==> config.mk <==
export PLATFORM = sky130hd
export DESIGN_NAME = popcount_unary_gen
export DESIGN_NICKNAME = d
export VERILOG_FILES = /design/src/rtl/popcount_pkg.sv /design/src/rtl/popcount_unary_step.sv /design/src/rtl/popcount_unary_gen.sv
export SDC_FILE = /design/constraint.sdc
export NUM_CORES = 1
export LEC_CHECK = 0
export CAP_MARGIN = 25
export CORE_ASPECT_RATIO = 0.5
export CORE_UTILIZATION = 55
export DETAILED_ROUTE_END_ITERATION = 7
export PLACE_DENSITY = 0.82
export SLEW_MARGIN = 10
export SYNTH_ARGS = -nofsm -noshare
export SYNTH_HDL_FRONTEND = slang
export SYNTH_SLANG_ARGS = --single-unit
==> constraint.sdc <==
create_clock -name clk -period 5.67 [get_ports clk]
set_input_delay 1.701 -clock clk [delete_from_list [all_inputs] [get_ports clk]]
set_output_delay 1.701 -clock clk [all_outputs]
set_load 0.05 [all_outputs]
==> src/rtl/popcount_pkg.sv <==
`default_nettype none
// ============================================================================
//  Module      : popcount_pkg
//  Description : Shared constants and types for the unary (count-to-vector)
//                generator family.
//                  N  - frame length in bits
//                  CW - count width, $clog2(N+1)
//                  cnt_t / vec_t - count and frame vector types
//                  gen_state_e   - generator FSM states
//                  gen_mode_e    - thermometer / spread pattern select
//  Revision    : 1.0 - initial release
// ============================================================================
package popcount_pkg;

    localparam int N  = 20;
    localparam int CW = 5;

    typedef logic [CW-1:0] cnt_t;
    typedef logic [N-1:0]  vec_t;

    typedef enum logic [0:0] {
        IDLE = 1'b0,
        RUN  = 1'b1
    } gen_state_e;

    typedef enum logic [0:0] {
        MODE_THERM  = 1'b0,
        MODE_SPREAD = 1'b1
    } gen_mode_e;

endpackage
`default_nettype wire

==> src/rtl/popcount_unary_step.sv <==
`default_nettype none
// ============================================================================
//  Module      : popcount_unary_step
//  Description : Combinational single-bit step of the unary generator.
//                Given the pattern mode, bit index, Bresenham accumulator and
//                target weight K it produces the frame bit and the next
//                accumulator value.
//  Ports       : i_mode     - MODE_THERM or MODE_SPREAD
//                i_idx      - bit index within the frame (0..N-1)
//                i_acc      - spread accumulator (0..N-1)
//                i_k        - target weight (0..N)
//                o_bit      - frame bit at i_idx
//                o_acc_next - accumulator after this bit
//  Revision    : 1.0 - initial release
// ============================================================================
module popcount_unary_step
    import popcount_pkg::*;
#(
    parameter int N  = popcount_pkg::N,
    parameter int CW = popcount_pkg::CW
) (
    input  gen_mode_e     i_mode,
    input  logic [CW-1:0] i_idx,
    input  logic [CW:0]   i_acc,
    input  logic [CW-1:0] i_k,
    output logic          o_bit,
    output logic [CW:0]   o_acc_next
);

    localparam logic [CW:0] C_N_ACC = (CW+1)'(N);

    logic [CW:0] w_sum;
    logic        w_spread_bit;

    // acc <= N-1 and K <= N, so acc+K <= 2N-1 which fits in CW+1 bits.
    always_comb begin
        w_sum        = i_acc + {1'b0, i_k};
        w_spread_bit = (w_sum >= C_N_ACC);
        o_bit        = 1'b0;
        o_acc_next   = i_acc;
        if (i_mode == MODE_SPREAD) begin
            o_bit      = w_spread_bit;
            o_acc_next = w_spread_bit ? (w_sum - C_N_ACC) : w_sum;
        end else begin
            o_bit      = (i_idx < i_k);
        end
    end

endmodule
`default_nettype wire

==> src/rtl/popcount_unary_gen.sv <==
`default_nettype none
// ============================================================================
//  Module      : popcount_unary_gen
//  Description : Bit-serial weight-to-vector generator. Accepts a target
//                popcount K over a valid/ready handshake and emits an N-bit
//                frame containing exactly min(K,N) ones, one bit per beat,
//                then presents the assembled frame in parallel.
//  Ports       : clk, rst        - clock, synchronous active-high reset
//                i_cnt_valid/o_cnt_ready/i_cnt_data/i_cnt_mode - request
//                o_out_valid/i_out_ready/o_out_bit/o_out_last  - serial out
//                o_vec_valid/o_vec_data - completed frame (1-cycle pulse)
//                o_sat_err       - pulse when the request exceeded N
//  Revision    : 1.0 - initial release
// ============================================================================
module popcount_unary_gen
    import popcount_pkg::*;
#(
    parameter int N  = popcount_pkg::N,
    parameter int CW = popcount_pkg::CW
) (
    input  logic          clk,
    input  logic          rst,
    input  logic          i_cnt_valid,
    output logic          o_cnt_ready,
    input  logic [CW-1:0] i_cnt_data,
    input  logic          i_cnt_mode,
    output logic          o_out_valid,
    input  logic          i_out_ready,
    output logic          o_out_bit,
    output logic          o_out_last,
    output logic          o_vec_valid,
    output logic [N-1:0]  o_vec_data,
    output logic          o_sat_err
);

    localparam logic [CW-1:0] C_N        = CW'(N);
    localparam logic [CW-1:0] C_LAST_IDX = CW'(N-1);

    gen_state_e    r_state;
    gen_state_e    w_state_next;
    gen_mode_e     r_mode;
    logic [CW-1:0] r_k;
    logic [CW-1:0] r_idx;
    logic [CW:0]   r_acc;
    logic [N-1:0]  r_vec;
    logic          r_vec_valid;
    logic          r_sat_err;

    logic          w_accept;
    logic          w_beat;
    logic          w_last;
    logic          w_sat;
    logic [CW-1:0] w_k_clamped;
    logic          w_bit;
    logic [CW:0]   w_acc_next;
    logic [N-1:0]  w_vec_next;

    assign w_accept    = (r_state == IDLE) && i_cnt_valid;
    assign w_beat      = (r_state == RUN) && i_out_ready;
    assign w_last      = (r_state == RUN) && (r_idx == C_LAST_IDX);
    assign w_sat       = (i_cnt_data > C_N);
    assign w_k_clamped = w_sat ? C_N : i_cnt_data;

    popcount_unary_step #(
        .N  (N),
        .CW (CW)
    ) u_step (
        .i_mode     (r_mode),
        .i_idx      (r_idx),
        .i_acc      (r_acc),
        .i_k        (r_k),
        .o_bit      (w_bit),
        .o_acc_next (w_acc_next)
    );

    // The previous frame stays visible until the first beat of the next
    // one; that beat clears the vector so unwritten bits read as 0.
    always_comb begin
        w_vec_next = r_vec;
        for (int i = 0; i < N; i++) begin
            if (r_idx == CW'(i)) begin
                w_vec_next[i] = w_bit;
            end else if (r_idx == '0) begin
                w_vec_next[i] = 1'b0;
            end
        end
    end

    always_ff @(posedge clk) begin
        if (rst) begin
            r_state <= IDLE;
        end else begin
            r_state <= w_state_next;
        end
    end

    always_comb begin
        w_state_next = r_state;
        case (r_state)
            IDLE:    if (i_cnt_valid)      w_state_next = RUN;
            RUN:     if (w_beat && w_last) w_state_next = IDLE;
            default:                       w_state_next = IDLE;
        endcase
    end

    always_ff @(posedge clk) begin
        if (rst) begin
            r_mode      <= MODE_THERM;
            r_k         <= '0;
            r_idx       <= '0;
            r_acc       <= '0;
            r_vec       <= '0;
            r_vec_valid <= 1'b0;
            r_sat_err   <= 1'b0;
        end else begin
            r_vec_valid <= w_beat && w_last;
            r_sat_err   <= w_accept && w_sat;
            if (w_accept) begin
                r_k    <= w_k_clamped;
                r_mode <= gen_mode_e'(i_cnt_mode);
                r_idx  <= '0;
                r_acc  <= '0;
            end else if (w_beat) begin
                r_idx  <= r_idx + 1'b1;
                r_acc  <= w_acc_next;
                r_vec  <= w_vec_next;
            end
        end
    end

    // Ready is masked during reset so no request is seen as accepted then.
    assign o_cnt_ready = (r_state == IDLE) && !rst;
    assign o_out_valid = (r_state == RUN);
    assign o_out_bit   = (r_state == RUN) && w_bit;
    assign o_out_last  = w_last;
    assign o_vec_valid = r_vec_valid;
    assign o_vec_data  = r_vec;
    assign o_sat_err   = r_sat_err;

endmodule
`default_nettype wire

# After elaboration in Yosys (flattened, before gate mapping)

Index checks and enable logic that the tools add are counted.

Register bits: 40
Latch bits: 0
Memory bits (writable): 0
Memory bits (read-only): 0
Bits of input ports: 10
Memories: 0

$add $sub $neg: 3
Multipliers: 0
Div/mod/pow operators: 0
Order comparisons: 3
Equality and inequality tests: 19
Shifts and indexed selects: 0
Muxes and demuxes: 26
Bitwise logic cells: 2
Reductions and logical operators: 50

Operators by type and width:

| kind                | count |
|---|---|
| $reduce_and 3->1    | 20 |
| $eq 5x4->1 const B  | 8 |
| $reduce_bool 2->1   | 19 |
| $mux 1              | 23 |
| $eq 5x3->1 const B  | 4 |
| $eq 5x5->1 const B  | 4 |
| $eq 5x2->1 const B  | 2 |
| $logic_and 1x1->1   | 7 |
| $add 6x5->6         | 1 |
| $ge 6x5->1 const B  | 1 |
| $mux 6              | 1 |
| $sub 6x5->6 const B | 1 |
| $add 5x1->5 const B | 1 |
| $eq 5x1->1 const B  | 1 |
| $gt 5x5->1 const B  | 1 |
| $logic_not 5->1     | 1 |
| $lt 5x5->1          | 1 |
| $mux 5              | 1 |
| $not 1->1           | 2 |
| $pmux 1 s2          | 1 |
| $reduce_and 2->1    | 1 |
| $reduce_or 2->1     | 1 |
| $logic_not 1->1     | 1 |

# Longest topological paths before layout

Depth after elaboration: 5
Mapped depth: 11

# By module

From an unflattened synthesis, not the netlist that was laid out.

Cell total of the unflattened synthesis: 295
Area total of the unflattened synthesis: 2446.1 µm²

Modules (own cells, without submodules):

| module              | instances | cells each | area an instance (µm²) |
|---|---|---|---|
| popcount_unary_gen  | 1         | 232        | 1956.9 |
| popcount_unary_step | 1         | 63         | 489.2 |

# Least setup slack after synthesis

No wires, ideal clock.

Path type: reg2out
From: reg r_k[1]
To: out o_out_bit
Arrival: 2.882 ns
Data required time: 3.969 ns
Path slack: 1.087 ns
Stages on the path, launching flop included: 12
Path through: dfxtp_1 ha_1 a21o_1 a21oi_1 xor2_1 ha_1 nand2_1 o21ai_0 a22oi_4 a2bb2oi_4 buf_6 nor2b_1

Word-level cells in the longest chain between the ends: 4
Elaborated cells between the ends (all ways): 5

RTL lines:

| item                   | line                      | source |
|---|---|---|
| from (decl)            | popcount_unary_gen.sv:42  | `logic [CW-1:0] r_k;` |
| from (signal assigned) | popcount_unary_gen.sv:119 | `r_k <= w_k_clamped;` |
| $add 6x5->6            | popcount_unary_step.sv:37 | `w_sum = i_acc + {1'b0, i_k};` |
| $ge 6x5->1             | popcount_unary_step.sv:38 | `w_spread_bit = (w_sum >= C_N_ACC);` |
| $mux 1 (*)             | popcount_unary_step.sv:41 | `if (i_mode == MODE_SPREAD) begin` |
| $logic_and 1x1->1 (*)  | popcount_unary_gen.sv:134 | `assign o_out_bit = (r_state == RUN) && w_bit;` |
| to (decl)              | popcount_unary_gen.sv:29  | `output logic o_out_bit,` |

Every way passes the cells marked *; elsewhere a longest branch is shown, timed or not.

# Worst setup path after layout

Same ends and word-level chain as after synthesis.

==> flow_metrics.env <==
export IMPL_drc=0
export IMPL_finalSetupTns_ns=0
export IMPL_n_fill_cell=278
export IMPL_period_needed_ns=5.269
export IMPL_cts_made_buffers=5
export IMPL_dieHeight_um=46.66
export IMPL_ios=36
export IMPL_startpoint_type="flip-flop"
export IMPL_synth_cell_types=43
export IMPL_ir_drop_v=0.0001752
export IMPL_initial_core_util_pct=60.55
export IMPL_maxCapViolations=0
export IMPL_synth_main_ff_cell="dfxtp_1"
export IMPL_cts_sinks=40
export IMPL_die_width_um=91.31
export IMPL_netlist_instances=248
export IMPL_vias=1890
export IMPL_rsz0062_at_grt="no"
export IMPL_slew_violations=0
export IMPL_yosysSeqAreaShare_pct=36.51
export IMPL_grt_overflow=0
export IMPL_synth_area_mm2=0.002193
export IMPL_post_cts_setup_buffers=0
export IMPL_wl_per_cell_um=15.03
export IMPL_power_density_mw_per_mm2=229.9
export IMPL_antenna_found_initial=0
export IMPL_synth_enable_flop_cells=0
export IMPL_synth_warnings=0
export IMPL_drt_pass1_iterations=4
export IMPL_num_rows=15
export IMPL_finalWeightedCongestion=0.8367
export IMPL_register_area_um2=800.8
export IMPL_p_leak_nw=1.018
export IMPL_final_hold_viol_count=0
export IMPL_diodes=0
export IMPL_grt_pass1_wl_um=7962
export IMPL_crit_required_ns=3.97
export IMPL_design_die_area_mm2=0.004260
export IMPL_cts_resized_gates=0
export IMPL_outcome="finished clean"
export IMPL_fmax_mhz=189.8
export IMPL_layout_drive_gt1_share_pct=12.41
export IMPL_final_setup_viol_count=0
export IMPL_drt_wl_total_um=5005
export IMPL_root_buffer="clkbuf_8"
export IMPL_setup_slack_ns=0.4014
export IMPL_clk_pin_slew_ns=0.08
export IMPL_arrival_ns=3.57
export IMPL_hold_path_depth=2
export IMPL_multiInputGateArea_mm2=0.001287
export IMPL_ant_nets=0
export IMPL_syn_area_per_cell_um2=8.844
export IMPL_insertion_delay_ns=0.30
export IMPL_area_growth_pct=22.53
export IMPL_clockBufferDepth=2
export IMPL_viasPerCell=5.676
export IMPL_cts_tree="done"
export IMPL_period_share_pct=92.92
export IMPL_fin_skew_ns=0.009019
export IMPL_ys_ff_latch=40
export IMPL_ff2ff_path_depth=11
export IMPL_drt_iter0_markers=70
export IMPL_setup_worst_path_class="flip-flop to primary output"
export IMPL_port_buffers=35
export IMPL_layout_nets=308
export IMPL_worstMarginPinSlew_ns=0.9411
export IMPL_hpwlAfterDp_um=3635
export IMPL_critPathMaxFanout=4
export IMPL_max_slew_margin_pct=37.03
export IMPL_grt_pass1_vias=1727
export IMPL_grt_max_degree=31
export IMPL_grt_usage_pct=24.99
export IMPL_async_flop_share_pct=0
export IMPL_cts_htree_levels=2
export IMPL_core_area_mm2=0.003622
export IMPL_hp_class="flip-flop to flip-flop"
export IMPL_synth_nets=275
export IMPL_end_kind="primary output"
export IMPL_dp_slack_ns=0.8111
export IMPL_cts_hold_buf=0
## cells in the final DEF, fill, tap and decap left out, drive strengths merged, types with 2 or more instances in the layout
master and instances:
nor2b 8, nand3b 3, xnor2 2, clkdlybuf4s50 34, nand2 30, nor2 17, xor2 4, inv 13
dfxtp 40, buf 3, or3 2, and2 2, o22ai 2, ha 16, nand3 27, clkbuf 5
a21oi 15, nor3 3, nand2b 2, and4 2, a211oi 2, o31ai 16, o21ai 11, nand4 2
or4 2, and3 3
## registers in the layout, summed over array words and instances, names as in the netlist
| name | count |
|---|---|
| o_out_valid | 1 |
| o_vec_valid | 1 |
| o_sat_err | 1 |
| o_vec_data | 20 |
| r_k | 5 |
| r_acc | 6 |
| r_idx | 5 |
| r_mode | 1 |
## synth_stat cells, types with 2 or more instances
| cell type | instances | area [um2] |
|---|---|---|
| a21oi_1 | 14 | 70.07 |
| buf_6 | 2 | 22.52 |
| nand3_1 | 27 | 135.1 |
| and2_1 | 2 | 12.51 |
| ha_1 | 16 | 200.2 |
| xnor2_1 | 2 | 17.52 |
| nand3b_1 | 3 | 22.52 |
| clkbuf_1 | 6 | 22.52 |
| dfxtp_1 | 40 | 800.8 |
| o22ai_2 | 2 | 25.02 |
| a211oi_1 | 2 | 15.01 |
| xor2_1 | 4 | 35.03 |
| and3_1 | 3 | 18.77 |
| nand2_1 | 30 | 112.6 |
| nor2b_1 | 8 | 50.05 |
| nand4_1 | 2 | 12.51 |
| nor2_1 | 17 | 63.81 |
| o21ai_0 | 10 | 50.05 |
| inv_1 | 13 | 48.80 |
| or3_1 | 2 | 12.51 |
| nand2b_1 | 2 | 12.51 |
| buf_1 | 3 | 11.26 |
| nor3_1 | 3 | 15.01 |
| o31ai_2 | 16 | 200.2 |
## metal layers
metal,global-route usage (%),wire length [um],up-vias
li1,-,-,944
met1,30.26,2388,903
met2,45.91,2395,36
met3,5.446,162,7
met4,8.571,59,0
met5,0,0,-
## path summary, 6_finish.rpt
check | from | end | slack [ns]
min | r_k[1] | r_k[1] | 0.48
max | r_k[1] | o_out_bit | 0.40
max reg2reg | r_k[1] | o_vec_data[16] | 2.70
min reg2reg | r_k[1] | r_k[1] | 0.48
## final cells by class
| cell class | instances | area share, % |
|---|---|---|
| inverters | 13 | 1.816 |
| clock inverters | 3 | 1.583 |
| multi-input cells | 184 | 47.90 |
| well taps | 51 | 2.374 |
| repair buffers | 37 | 13.97 |
| clock buffers | 5 | 2.561 |
| flip-flops and latches | 40 | 29.80 |
## cell families (layout without fill, tap and decap cells)
group	count (synthesis)	in the layout	share of synthesized area [%]
mux	1	1	0.4564
xor+xnor	6	6	2.396
buf+inv	24	58	4.792
simple gates	104	104	23.45
compound gates	56	56	22.36
flops	40	40	36.51
fa+ha+maj	17	17	10.04
## metrics by stage
step	utilization, %	total power, mW	hold WS (ns)	instance area, um2	std cells
3_5_place_dp	71.12	0.3866	0.4655	2576	325
3_3_place_gp	71.12	0.3843	0.4495	2576	325
2_1_floorplan	-	0.3632	0.4400	2193	248
5_1_grt	74.20	0.6395	0.5002	2688	333
6_report	74.20	0.6179	0.4758	2688	333
4_1_cts	74.20	0.6212	0.4771	2688	333
## report_power, final
| part | internal [mW] | switching (mW) |
|---|---|---|
| clock network | 0.130 | 0.106 |
| logic | 0.0306 | 0.0603 |
| registers | 0.285 | 0.00500 |
## worst max-delay path, cell delays in order, from the launching register on
cell and delay (ns):
dfxtp_1 0.33, ha_1 0.29, a21o_1 0.19, a21oi_1 0.18, xor2_1 0.35, ha_1 0.24, nand2_1 0.05, o21ai_0 0.37
a22oi_4 0.14, a2bb2oi_4 0.18, nor2b_1 0.13, clkdlybuf4s50_1 0.81
Note: power is estimated with default switching activity, not from simulation.
